==> config.mk <==
export PLATFORM = sky130hd
export DESIGN_NAME = jtag_tap_sync
export DESIGN_NICKNAME = d
export VERILOG_FILES = /design/src/rtl/jtag_tap_sync.sv
export SDC_FILE = /design/constraint.sdc
export NUM_CORES = 1
export LEC_CHECK = 0
export CAP_MARGIN = 40
export CORE_ASPECT_RATIO = 1.4
export CORE_UTILIZATION = 48
export DETAILED_ROUTE_END_ITERATION = 10
export HOLD_SLACK_MARGIN = 0.02
export PLACE_DENSITY = 0.8
export SETUP_SLACK_MARGIN = 0.3
export SLEW_MARGIN = 0
export SYNTH_ARGS = -nofsm -noshare
export SYNTH_HDL_FRONTEND = slang
export SYNTH_SLANG_ARGS = --single-unit
export TNS_END_PERCENT = 1
==> constraint.sdc <==
create_clock -name clk -period 3.63 [get_ports clk]
set_input_delay 0.363 -clock clk [delete_from_list [all_inputs] [get_ports clk]]
set_output_delay 0.363 -clock clk [all_outputs]
set_load 0.01 [all_outputs]
==> src/rtl/jtag_tap_sync.sv <==
// jtag_tap_sync: JTAG TAP responder whose TCK/TMS/TDI/TRSTn pins are
// oversampled in the clk domain. It runs the 16-state TAP controller and
// implements the IDCODE, BYPASS and USER data registers. The USER register
// captures a word from on-chip logic and hands the shifted-in word back at
// Update-DR.
//
// Output handshake: upd_valid_o is a one-clk strobe with no ready/backpressure.
// upd_data_o is refreshed in the same cycle as the strobe and then holds its
// value until the next USER Update-DR or until rst.
module jtag_tap_sync #(
  parameter int                IR_W       = 5,
  parameter int                DATA_W     = 32,
  parameter logic [31:0]       IDCODE_VAL = 32'h1000_0DB1,
  parameter logic [IR_W-1:0]   INS_IDCODE = 5'h01,
  parameter logic [IR_W-1:0]   INS_USER   = 5'h10
) (
  input  logic              clk,
  input  logic              rst,
  input  logic              tck_i,
  input  logic              tms_i,
  input  logic              tdi_i,
  input  logic              trstn_i,
  output logic              tdo_o,
  output logic              tdo_oe_o,
  input  logic [DATA_W-1:0] cap_data_i,
  output logic [DATA_W-1:0] upd_data_o,
  output logic              upd_valid_o,
  output logic [IR_W-1:0]   ir_o,
  output logic [3:0]        tap_state_o
);

  // Standard 1149.1 state encoding.
  typedef enum logic [3:0] {
    EX2_DR   = 4'h0,
    EX1_DR   = 4'h1,
    SH_DR    = 4'h2,
    PAUSE_DR = 4'h3,
    SEL_IR   = 4'h4,
    UPD_DR   = 4'h5,
    CAP_DR   = 4'h6,
    SEL_DR   = 4'h7,
    EX2_IR   = 4'h8,
    EX1_IR   = 4'h9,
    SH_IR    = 4'hA,
    PAUSE_IR = 4'hB,
    RTI      = 4'hC,
    UPD_IR   = 4'hD,
    CAP_IR   = 4'hE,
    TLR      = 4'hF
  } tap_state_t;

  // Synchronizer stages
  logic tck_s1, tck_s2, tck_s3;
  logic tms_s1, tms_s2;
  logic tdi_s1, tdi_s2;
  logic trst_s1, trst_s2;

  // TAP state and registers
  tap_state_t        state;
  tap_state_t        nxt;
  logic [IR_W-1:0]   ir;
  logic [IR_W-1:0]   ir_sr;
  logic [31:0]       id_sr;
  logic [DATA_W-1:0] user_sr;
  logic              byp_sr;
  logic [DATA_W-1:0] upd_data;
  logic              upd_valid;
  logic              tdo;
  logic              tdo_oe;

  logic rise, fall;
  logic sel_idcode, sel_user;
  logic shift_lsb;

  // Controller transition table.
  function automatic tap_state_t next_state(input tap_state_t s, input logic tms);
    case (s)
      TLR:      next_state = tms ? TLR      : RTI;
      RTI:      next_state = tms ? SEL_DR   : RTI;
      SEL_DR:   next_state = tms ? SEL_IR   : CAP_DR;
      CAP_DR:   next_state = tms ? EX1_DR   : SH_DR;
      SH_DR:    next_state = tms ? EX1_DR   : SH_DR;
      EX1_DR:   next_state = tms ? UPD_DR   : PAUSE_DR;
      PAUSE_DR: next_state = tms ? EX2_DR   : PAUSE_DR;
      EX2_DR:   next_state = tms ? UPD_DR   : SH_DR;
      UPD_DR:   next_state = tms ? SEL_DR   : RTI;
      SEL_IR:   next_state = tms ? TLR      : CAP_IR;
      CAP_IR:   next_state = tms ? EX1_IR   : SH_IR;
      SH_IR:    next_state = tms ? EX1_IR   : SH_IR;
      EX1_IR:   next_state = tms ? UPD_IR   : PAUSE_IR;
      PAUSE_IR: next_state = tms ? EX2_IR   : PAUSE_IR;
      EX2_IR:   next_state = tms ? UPD_IR   : SH_IR;
      UPD_IR:   next_state = tms ? SEL_DR   : RTI;
      default:  next_state = TLR;
    endcase
  endfunction

  // Two-flop synchronizers; the third TCK flop feeds edge detection.
  // TRSTn stages reset high so that releasing rst does not look like a TRST.
  always_ff @(posedge clk or posedge rst) begin
    if (rst) begin
      tck_s1  <= 1'b0;
      tck_s2  <= 1'b0;
      tck_s3  <= 1'b0;
      tms_s1  <= 1'b0;
      tms_s2  <= 1'b0;
      tdi_s1  <= 1'b0;
      tdi_s2  <= 1'b0;
      trst_s1 <= 1'b1;
      trst_s2 <= 1'b1;
    end else begin
      tck_s1  <= tck_i;
      tck_s2  <= tck_s1;
      tck_s3  <= tck_s2;
      tms_s1  <= tms_i;
      tms_s2  <= tms_s1;
      tdi_s1  <= tdi_i;
      tdi_s2  <= tdi_s1;
      trst_s1 <= trstn_i;
      trst_s2 <= trst_s1;
    end
  end

  assign rise = tck_s2 & ~tck_s3;
  assign fall = ~tck_s2 & tck_s3;
  assign nxt  = next_state(state, tms_s2);

  // Any opcode other than IDCODE and USER selects BYPASS.
  assign sel_idcode = (ir == INS_IDCODE);
  assign sel_user   = (ir == INS_USER);

  // Bit presented on TDO while shifting: the IR in Shift-IR, otherwise the
  // data register that the current instruction selects.
  assign shift_lsb = (state == SH_IR) ? ir_sr[0]   :
                     sel_idcode       ? id_sr[0]   :
                     sel_user         ? user_sr[0] : byp_sr;

  // TAP controller plus capture/shift/update of IR and data registers.
  // Synchronized TRSTn takes priority over a rise in the same cycle.
  always_ff @(posedge clk or posedge rst) begin
    if (rst) begin
      state      <= TLR;
      ir         <= INS_IDCODE;
      ir_sr      <= '0;
      id_sr      <= '0;
      user_sr    <= '0;
      byp_sr     <= 1'b0;
      upd_data   <= '0;
      upd_valid  <= 1'b0;
    end else begin
      upd_valid <= 1'b0;
      if (!trst_s2) begin
        state <= TLR;
        ir    <= INS_IDCODE;
      end else if (rise) begin
        state <= nxt;
        case (state)
          CAP_IR: ir_sr <= {{(IR_W-2){1'b0}}, 2'b01};
          SH_IR:  ir_sr <= {tdi_s2, ir_sr[IR_W-1:1]};
          CAP_DR: begin
            if (sel_idcode)    id_sr   <= IDCODE_VAL;
            else if (sel_user) user_sr <= cap_data_i;
            else               byp_sr  <= 1'b0;
          end
          SH_DR: begin
            if (sel_idcode)    id_sr   <= {tdi_s2, id_sr[31:1]};
            else if (sel_user) user_sr <= {tdi_s2, user_sr[DATA_W-1:1]};
            else               byp_sr  <= tdi_s2;
          end
          default: ;
        endcase
        // IR reloads on entry to Update-IR and is forced to IDCODE in TLR.
        if (nxt == UPD_IR) ir <= ir_sr;
        if (nxt == TLR)    ir <= INS_IDCODE;
        // Only USER hands a word back to on-chip logic.
        if (nxt == UPD_DR && sel_user) begin
          upd_data  <= user_sr;
          upd_valid <= 1'b1;
        end
      end
    end
  end

  // TDO and its enable change only on a TCK fall.
  always_ff @(posedge clk or posedge rst) begin
    if (rst) begin
      tdo    <= 1'b0;
      tdo_oe <= 1'b0;
    end else if (fall) begin
      if (state == SH_IR || state == SH_DR) begin
        tdo    <= shift_lsb;
        tdo_oe <= 1'b1;
      end else begin
        tdo    <= 1'b0;
        tdo_oe <= 1'b0;
      end
    end
  end

  assign tdo_o       = tdo;
  assign tdo_oe_o    = tdo_oe;
  assign upd_data_o  = upd_data;
  assign upd_valid_o = upd_valid;
  assign ir_o        = ir;
  assign tap_state_o = state;

endmodule

---- Word-level counts from Yosys, hierarchy flattened ----
Index checks and enable logic that the tools add are counted.
storage, ports and cells
  register bits ........................... 123
  latch bits .............................. 0
  bits in writable memories ............... 0
  bits in read-only memories .............. 0
  input port bits ......................... 38
  output and inout bits ................... 44
  logic and storage cells ................. 108
  memories kept ........................... 0
cells by class
  add/subtract/negate cells ............... 0
  $mul .................................... 0
  div/mod/pow operators ................... 0
  $lt $le $gt $ge ......................... 0
  equality and inequality tests ........... 30
  shift operators ......................... 0
  muxes and demuxes ....................... 41
  bitwise logic cells ..................... 4
  reductions and logical operators ........ 14
operators with widths
  operator                                        number
  2-to-1 mux 32 bit                               6
  case mux 32 bit (2 select lines)                2
  case mux 4 bit (12 select lines)                1
  == test 4 bit (second input constant)           10
  == test 4 x 3 -> 1 bit (second input constant)  5
  2-to-1 mux 5 bit                                4
  != test 2 bit (second input constant)           8
  AND reduction 7 bit                             2
  2-to-1 mux 1 bit                                13
  2-to-1 mux 2 bit                                6
  2-to-1 mux 3 bit                                4
  2-to-1 mux 4 bit                                3
  case mux 5 bit (2 select lines)                 1
  == test 4 x 2 -> 1 bit (second input constant)  2
  AND reduction 3 bit                             2
  == test 5 x 1 -> 1 bit (second input constant)  1
  == test 5 bit (second input constant)           1
  AND reduction 5 bit                             1
  == test 4 x 1 -> 1 bit (second input constant)  1
  zero test 4 bit                                 1
  nonzero test 2 bit                              2
  OR reduction 2 bit                              2
  != test 3 x 1 -> 1 bit (second input constant)  1
  OR reduction 3 bit                              1
  other kinds (7)                                 9

---- Depth between registers and ports, before layout ----
Gate-level depths: netlist (run 1).
  word-level depth ........................ 8
  depth in mapped cells ................... 8
  mapped depth without buffers ............ 5

---- Worst setup path after synthesis (run 1) ----
No wires, ideal clock.
  path kind ............................... register to register
  start point ............................. reg state[0] (netlist: tap_state_o[0])
  end point ............................... reg upd_data[0] (netlist: upd_data_o[0])
  arrival time ............................ 1.923 ns
  data required time ...................... 3.505 ns
  setup slack ............................. 1.582 ns
  cell stages (with the launch flop) ...... 8
  path buffers ............................ 2
  period minus slack after synthesis ...... 2.048 ns
  path through ............................ dfstp_2 -> buf_4 -> nand2b_2 -> a21oi_1 -> nor4b_2 -> nand4_2 -> buf_6 -> mux2_4
between the ends
  word-level cells in the longest chain between the ends .. 6
ends and longest elaborated chain
  element                                                             line  RTL
  start: declaration                                                  59    tap_state_t state;
  start signal: assignment                                            156   state <= nxt;
  == test 4 bit (tied with other cells)                               77    case (s)
  OR reduction 3 bit (no line) or OR reduction 2 bit (tied branches)  n/a
  case mux 4 bit (12 select lines) *                                  77
  == test 4 x 3 -> 1 bit *                                            176   if (nxt == UPD_DR && sel_user) begin
  logical AND 1 bit *                                                 176
  AND reduction 3 bit (no line) *                                     n/a
  end signal: assignment                                              177   upd_data <= user_sr;
  end: declaration                                                    66    logic [DATA_W-1:0] upd_data;
Mark *: on every way between the ends. The rest lies on a longest branch, timed or not.
A chain may end at the register's enable or synchronous reset.

---- Worst setup path in the final report (run 1) ----
  start point ............................. reg state[1] (netlist: tap_state_o[1])
  end point ............................... reg upd_data[23] (netlist: upd_data_o[23])
Same word-level chain as after synthesis.

==> results of run 1 <==
## critical path, delay by kind of cell, from the launching register on
| kind | cells | cell delay (ns) |
|---|---|---|
| compound gates | 1 | 0.09 |
| mux | 1 | 0.31 |
| buf+inv | 1 | 0.44 |
| flops | 1 | 0.64 |
| simple gates | 3 | 1.27 |
## cells in the final DEF, fill, tap and decap left out, types with 3 or more instances in the layout
cell type,count
nor2_1,12
or3_1,3
a22o_1,8
dfstp_2,7
clkbuf_1,4
dfrtp_1,116
nor2b_1,3
mux2i_1,32
inv_1,4
a21oi_1,7
clkinv_2,6
o211ai_1,3
o21ai_1,30
clkbuf_8,3
buf_12,4
nand2b_1,3
mux2_4,30
mux2_2,4
nand3_1,3
o21ai_0,37
clkbuf_16,17
clkdlybuf4s50_1,81
nand2_1,98
## synth_stat cells, types with 2 or more instances
| library cell | number | area [µm²] |
|---|---|---|
| buf_2 | 13 | 65.1 |
| mux2i_1 | 32 | 320 |
| nand2b_1 | 4 | 25.0 |
| nand2_1 | 99 | 372 |
| o211ai_1 | 3 | 22.5 |
| o21ai_1 | 30 | 150 |
| o21ai_0 | 37 | 185 |
| mux2_2 | 4 | 45.0 |
| nand3_1 | 3 | 15.0 |
| nor2b_1 | 3 | 18.8 |
| dfstp_2 | 7 | 184 |
| buf_6 | 3 | 33.8 |
| a22o_1 | 8 | 70.1 |
| nor4_1 | 2 | 12.5 |
| nor3_1 | 2 | 10.0 |
| nor4_2 | 2 | 25.0 |
| nor3b_1 | 2 | 15.0 |
| a21oi_1 | 7 | 35.0 |
| or3_1 | 4 | 25.0 |
| a22oi_1 | 2 | 15.0 |
| inv_1 | 5 | 18.8 |
| dfrtp_1 | 116 | 2900 |
| clkbuf_1 | 11 | 41.3 |
| nor2_1 | 12 | 45.0 |
| mux2_4 | 30 | 450 |
## per-stage QoR
stage | instance area, µm² | util
6_report | 6740 | 0.641
5_1_grt | 6740 | 0.641
4_1_cts | 6740 | 0.641
2_1_floorplan | 5250 | -
3_5_place_dp | 6190 | 0.589
3_3_place_gp | 6150 | 0.585
## power by group through the flow
stage	logic (mW)	clock network [mW]	registers, mW
2_1_floorplan	0.0833	0	1.44
3_3_place_gp	0.143	0	1.45
3_5_place_dp	0.147	0	1.45
4_1_cts	0.150	1.59	1.43
5_1_grt	0.165	1.65	1.43
6_report	0.147	1.56	1.43
## final timing paths
path                       cells past startpoint                  startpoint                    endpoint
hold reg to reg                                0            tms_s1$_DFF_PP0_            tms_s2$_DFF_PP0_
hold / removal                                 0            tms_s1$_DFF_PP0_            tms_s2$_DFF_PP0_
min in group asynchronous                      2                         rst  upd_data_o[26]$_DFFE_PP0P_
max in group asynchronous                      3                         rst  tap_state_o[1]$_DFFE_PP1P_
setup / recovery                               6  tap_state_o[1]$_DFFE_PP1P_  upd_data_o[23]$_DFFE_PP0P_
setup reg to reg                               6  tap_state_o[1]$_DFFE_PP1P_  upd_data_o[23]$_DFFE_PP0P_
## per-layer routing
layer / vias up / part of all wire / track usage / wire length [µm]
met4: 0 / 0.020 / 0.0901 / 223
met2: 96 / 0.52 / 0.373 / 5930
met1: 1800 / 0.41 / 0.240 / 4610
met3: 26 / 0.048 / 0.0694 / 544
met5: - / 0 / 0 / 0
li1: 1720 / - / - / -
## cell families (layout without fill, tap and decap cells)
logic type	Yosys count	count (layout)	synth area share
buffers and inverters	33	124	0.0317
AND/OR/NAND/NOR	143	143	0.127
multiplexers	66	66	0.156
AO/OA/AOI/OAI	91	91	0.0976
flip-flops	123	123	0.589
## area by class of cell
cell class / instances / area share
tap: 138 / 0.0256
clock inverter: 8 / 0.0100
multi-input combinational: 300 / 0.297
clock buffer: 24 / 0.0715
inverter: 5 / 0.00334
sequential: 123 / 0.458
timing repair buffer: 87 / 0.134
## state kept, by name, indices dropped and copies added (netlist names), 4 cells and up
name         count
user_sr         32
ir_sr            5
ir_o             5
id_sr           32
upd_data_o      32
tap_state_o      4
==> results.md, run 1 <==
* Status: finished, final reports clean
* RSZ-0062 raised after global routing: no
* CTS Buf Count at 17
* Worst Path Arrival at between 3 and 4 ns
* Multi-input logic area at 2000 µm²
* Final setup margin at 0.753 ns
* Kind of critical path: reg2reg
* Number of max-cap violations at 0
* Setup bufs post-CTS at 0
* Iteration-0 DRC Markers at 196
* TritonCTS clock tree: done
* Die Y at between 100 and 150 µm
* Pint at ~2.5 mW
* Worst Path Required at between 3 and 4 ns
* I/O pin cnt at slightly above 80
* Synth cell types at 40
* Slowest CP cell: nand4_2
* Core area at 10,500 µm²
* R2R Setup Slk at between 0.7 and 0.8 ns
* RePlAce Congestion at 0.863
* CP endpoint kind: register
* Resized Gates After CTS at 0
* Starting Density at 0.499
* Synthesized area per cell at around 12 µm²
* Final Cycle Share at 0.792
* Worst Tran Pin Value at ~0.83 ns
* Largest net degree at the start of global routing at between 80 and 90
* Rows at between 40 and 50
* Comb power frac at 0.047
* Clk_lat worst skew at 0.41 ns
* Total wire length at about 11 mm
* Power share of the clock group at 0.498
* First-pass GRT wire length at 19.0 mm
* Hold-fix buffers at CTS at 0
* Fmax at 0.348 GHz
* Final TNS setup at 0 ns
* Proportion of layout cells with a drive suffix above 1 at 0.166
* Root Driver: clkbuf_16
* Slew HR at 0.439
* Worst-path cell chain: or3b_2 > a21oi_1 > nor4_2 > nand4_2 > buf_12 > mux2_4
* Final setup skew at 0.00726 ns
* Yosys reg bits at about 120
* Sw power at ~670 µW
* WL/cell at 16.5 µm
* Seq pwr share at 0.455
* Fillers at approximately 740
* Clk buf depth at 2
* Cells after synthesis at roughly 460
* Ant diodes at 0
* Cell Pwr Density at 465 nW/µm²
* Antenna violations before repair at 0
* Sequential share of the synthesized area at 0.589
* Syn. warnings at 0
* Global-route usage over all layers at 0.214
* Leak pwr at around 3.3 nW
* Fin crit period at 2.88 ns
* Number of H-tree levels at 4
* First-pass DRT Iterations at 6
* Count of input and output buffers at 81
* Async set-reset flop share out of synthesis at 1.00
* Sink Count at 123
* Post-place setup slack at just over 0.8 ns
* Clock-pin transition on the worst setup and hold timing paths at 0.05 ns
* Placed insts at about 650
* # DRC at 0
* Register area at 3090 µm²
* Final-report hold violation count at 0
* CP startpoint kind: register
* Finished Layout Cells at 685
* Sw frac at 0.215
* Hold Crit Class: reg2reg
* Final nets at approximately 570
* Final Power at between 3 and 4 mW
* Number of global-route vias before repair at a little under 4,000
* Total number of vias at 3,642
* Setup-failing EPs final at 0
* Vias per Instance at 5.32
* Largest fanout on the critical path at 17
* EDFF count, synth at 0
* Final max-slew violation count at 0
* Cell Area, Synth at between 5000 and 6000 µm²
* Dpl hpwl at 7.18 mm
* Syn nets at between 400 and 500
* Synth Flop Type: dfrtp_1
* Area growth, synth to finish at 28.5%
* VDD IR max at just over 400 µV
* Die Footprint at ~11,000 µm²
* Die outline width at between 90 and 100 µm
* WHS at about 0.35 ns
* Post-route ant nets at 0
* Total gr overflow at 0
* Max incr delay on CP at around 0.7 ns
Note: power is estimated with default switching activity, not from simulation.
==> run 2, diff against run 1 <==
Clock period 3.63 ns to 2.6 ns, I/O delays scaled along.
==> results.md, run 2 (same netlist as run 1, synthesis figures left out) <==
* Starting Density at 0.499 (unchanged)
* Power share of the clock group at 0.538 (was 0.498)
* Crit path capture: upd_data_o[30]$_DFFE_PP0P_ (was upd_data_o[23]$_DFFE_PP0P_)
* Final-report hold violation count at 0 (unchanged)
* Root Driver: clkbuf_16 (unchanged)
* Final setup skew at 0.00835 ns (was 0.00726 ns)
* Hold Crit Class: in2reg (was reg2reg)
* Fin crit period at 2.30 ns (was 2.88 ns)
* Worst setup path startpoint: tap_state_o[2]$_DFFE_PP1P_ (was tap_state_o[1]$_DFFE_PP1P_)
* CTS Buf Count at 17 (unchanged)
* Area growth, synth to finish at 31.1% (was 28.5%)
* Final TNS setup at 0 ns (unchanged)
* Worst Path Arrival at 2.59 ns (was 3.16 ns)
* Setup-failing EPs final at 0 (unchanged)
* R2R Setup Slk at 0.30 ns (was 0.75 ns)
* VDD IR max at 500 µV (was 412 µV)
* Sw power at 933 µW (was 674 µW)
* Total gr overflow at 0 (unchanged)
* Final Power at 4.77 mW (was 3.14 mW)
* Commonest non-fill, non-tap cell in the layout: dfrtp_1 (unchanged)
* Iteration-0 DRC Markers at 203 (was 196)
* Most frequent cells in the layout: dfrtp_1 (116), nand2_1 (98), clkdlybuf4s50_1 (81) (unchanged)
* Clk buf depth at 2 (unchanged)
* Reg-to-Reg End: upd_data_o[30]$_DFFE_PP0P_ (was upd_data_o[23]$_DFFE_PP0P_)
* First-pass DRT Iterations at 4 (was 6)
* Sink Count at 123 (unchanged)
* Final max-slew violation count at 0 (unchanged)
* Number of max-cap violations at 0 (unchanged)
* CP endpoint kind: register (unchanged)
* Largest fanout on the critical path at 16 (was 17)
* I/O pin cnt at 82 (unchanged)
* Post-route ant nets at 0 (unchanged)
* Number of global-route vias before repair at 3,921 (was 3,911)
* Worst Path Required at 2.89 ns (was 3.92 ns)
* Rows at 44 (unchanged)
* Count of input and output buffers at 81 (unchanged)
* Total number of vias at 3,656 (was 3,642)
* Reg2reg path depth at 6 (unchanged)
* RSZ-0062 raised after global routing: yes (was no)
* Vias per Instance at 5.31 (was 5.32)
* TritonCTS clock tree: done (unchanged)
* Pint at 3.84 mW (was 2.46 mW)
* Slew HR at 0.472 (was 0.439)
* Kind of critical path: reg2reg (unchanged)
* RePlAce Congestion at 0.846 (was 0.863)
* WL/cell at 16.5 µm (about the same)
* Final Cycle Share at 0.884 (was 0.792)
* Ant diodes at 0 (unchanged)
* CP startpoint kind: register (unchanged)
* Total wire length at 11.4 mm (was 11.3 mm)
* Die Y at 126 µm (unchanged)
* Proportion of layout cells with a drive suffix above 1 at 0.176 (was 0.166)
* First-pass GRT wire length at 18.7 mm (was 19.0 mm)
* Worst Tran Pin Value at 0.785 ns (was 0.834 ns)
* Fmax at 0.435 GHz (was 0.348 GHz)
* Clk_lat worst skew at 0.41 ns (about the same)
* # DRC at 0 (unchanged)
* Dpl hpwl at 6.72 mm (was 7.18 mm)
* Leak pwr at 3.39 nW (was 3.31 nW)
* Number of H-tree levels at 4 (unchanged)
* Largest net degree at the start of global routing at 124 (was 88)
* Sw frac at 0.195 (was 0.215)
* Final nets at 576 (was 572)
* Comb power frac at 0.044 (was 0.047)
* Clock-pin transition on the worst setup and hold timing paths at 0.05 ns (about the same)
* Reg2Reg Launch Point: tap_state_o[2]$_DFFE_PP1P_ (was tap_state_o[1]$_DFFE_PP1P_)
* Finished Layout Cells at 688 (was 685)
* Cell Pwr Density at 694 nW/µm² (was 465 nW/µm²)
* Final core utilization at 0.654 (was 0.641)
* WHS Path Cells at 1 (was 0)
* Status: finished, final reports clean (unchanged)
* Seq pwr share at 0.417 (was 0.455)
* Antenna violations before repair at 0 (unchanged)
* Die outline width at 90.3 µm (unchanged)
* Placed insts at 653 (unchanged)
* Die Footprint at 11,400 µm² (unchanged)
* Global-route usage over all layers at 0.211 (was 0.214)
* Core area at 10,500 µm² (unchanged)
## run 2: critical path, cell delays in order (launching register included)
cell and delay (ns):
dfstp_2 0.63, or3b_2 0.47, a21oi_1 0.25, nor4_2 0.10, nand4_2 0.16, buf_12 0.22
mux2_2 0.35
## run 2: worst min path at each step
| stage | endpoint | startpoint | slack (ns) |
|---|---|---|---|
| final | trst_s1$_DFF_PP1_ | trstn_i | 0.25 |
| after CTS | trst_s1$_DFF_PP1_ | trstn_i | 0.25 |
| after global placement | tck_s2$_DFF_PP0_ | tck_s1$_DFF_PP0_ | 0.33 |
| after global routing | trst_s1$_DFF_PP1_ | trstn_i | 0.26 |
| after detailed placement | tms_s2$_DFF_PP0_ | tms_s1$_DFF_PP0_ | 0.33 |
| after floorplan | trst_s1$_DFF_PP1_ | trstn_i | 0.26 |
## run 2: layout make-up
cell class,count,area (µm²)
multi-input combinational,300,2010
tap,138,173
inverter,5,22.5
timing repair buffer,91,928
clock buffer,25,526
sequential,123,3090
clock inverter,6,130
fill,737,3640
## run 2: through the flow
step           worst slack, ns  hold slack, ns  cell area (µm²)
2_1_floorplan            0.552           0.264             5250
3_3_place_gp             0.361           0.335             6170
3_5_place_dp             0.292           0.335             6170
4_1_cts                  0.259           0.246             6820
5_1_grt                  0.238           0.256             6870
6_report                 0.301           0.254             6870
## run 2: layer usage
metal  vias up  global-route usage  share of wire
li1       1729                   -              -
met1      1811               0.244           0.40
met2        99               0.361           0.54
met3        17              0.0725          0.045
met4         0              0.0816          0.017
met5         -                   0              0
## run 2: power by group through the flow
stage	logic, mW	registers (mW)	clock network (mW)
after global placement	0.198	2.02	0
after floorplan	0.116	2.01	0
after global routing	0.238	2.00	2.70
after detailed placement	0.204	2.02	0
after CTS	0.208	1.99	2.60
final	0.211	1.99	2.57
## run 2: what timing repair did
| item | in CTS | in global routing |
|---|---|---|
| pin swaps | 0 | 2 |
| setup buffers | 0 | 3 |
| gates resized for setup | 0 | 1 |
| hold buffers | 0 | 0 |
| gates cloned | 0 | 1 |
| endpoints found under the setup margin | 9 | 32 |
| hold endpoints to repair | 0 | 0 |
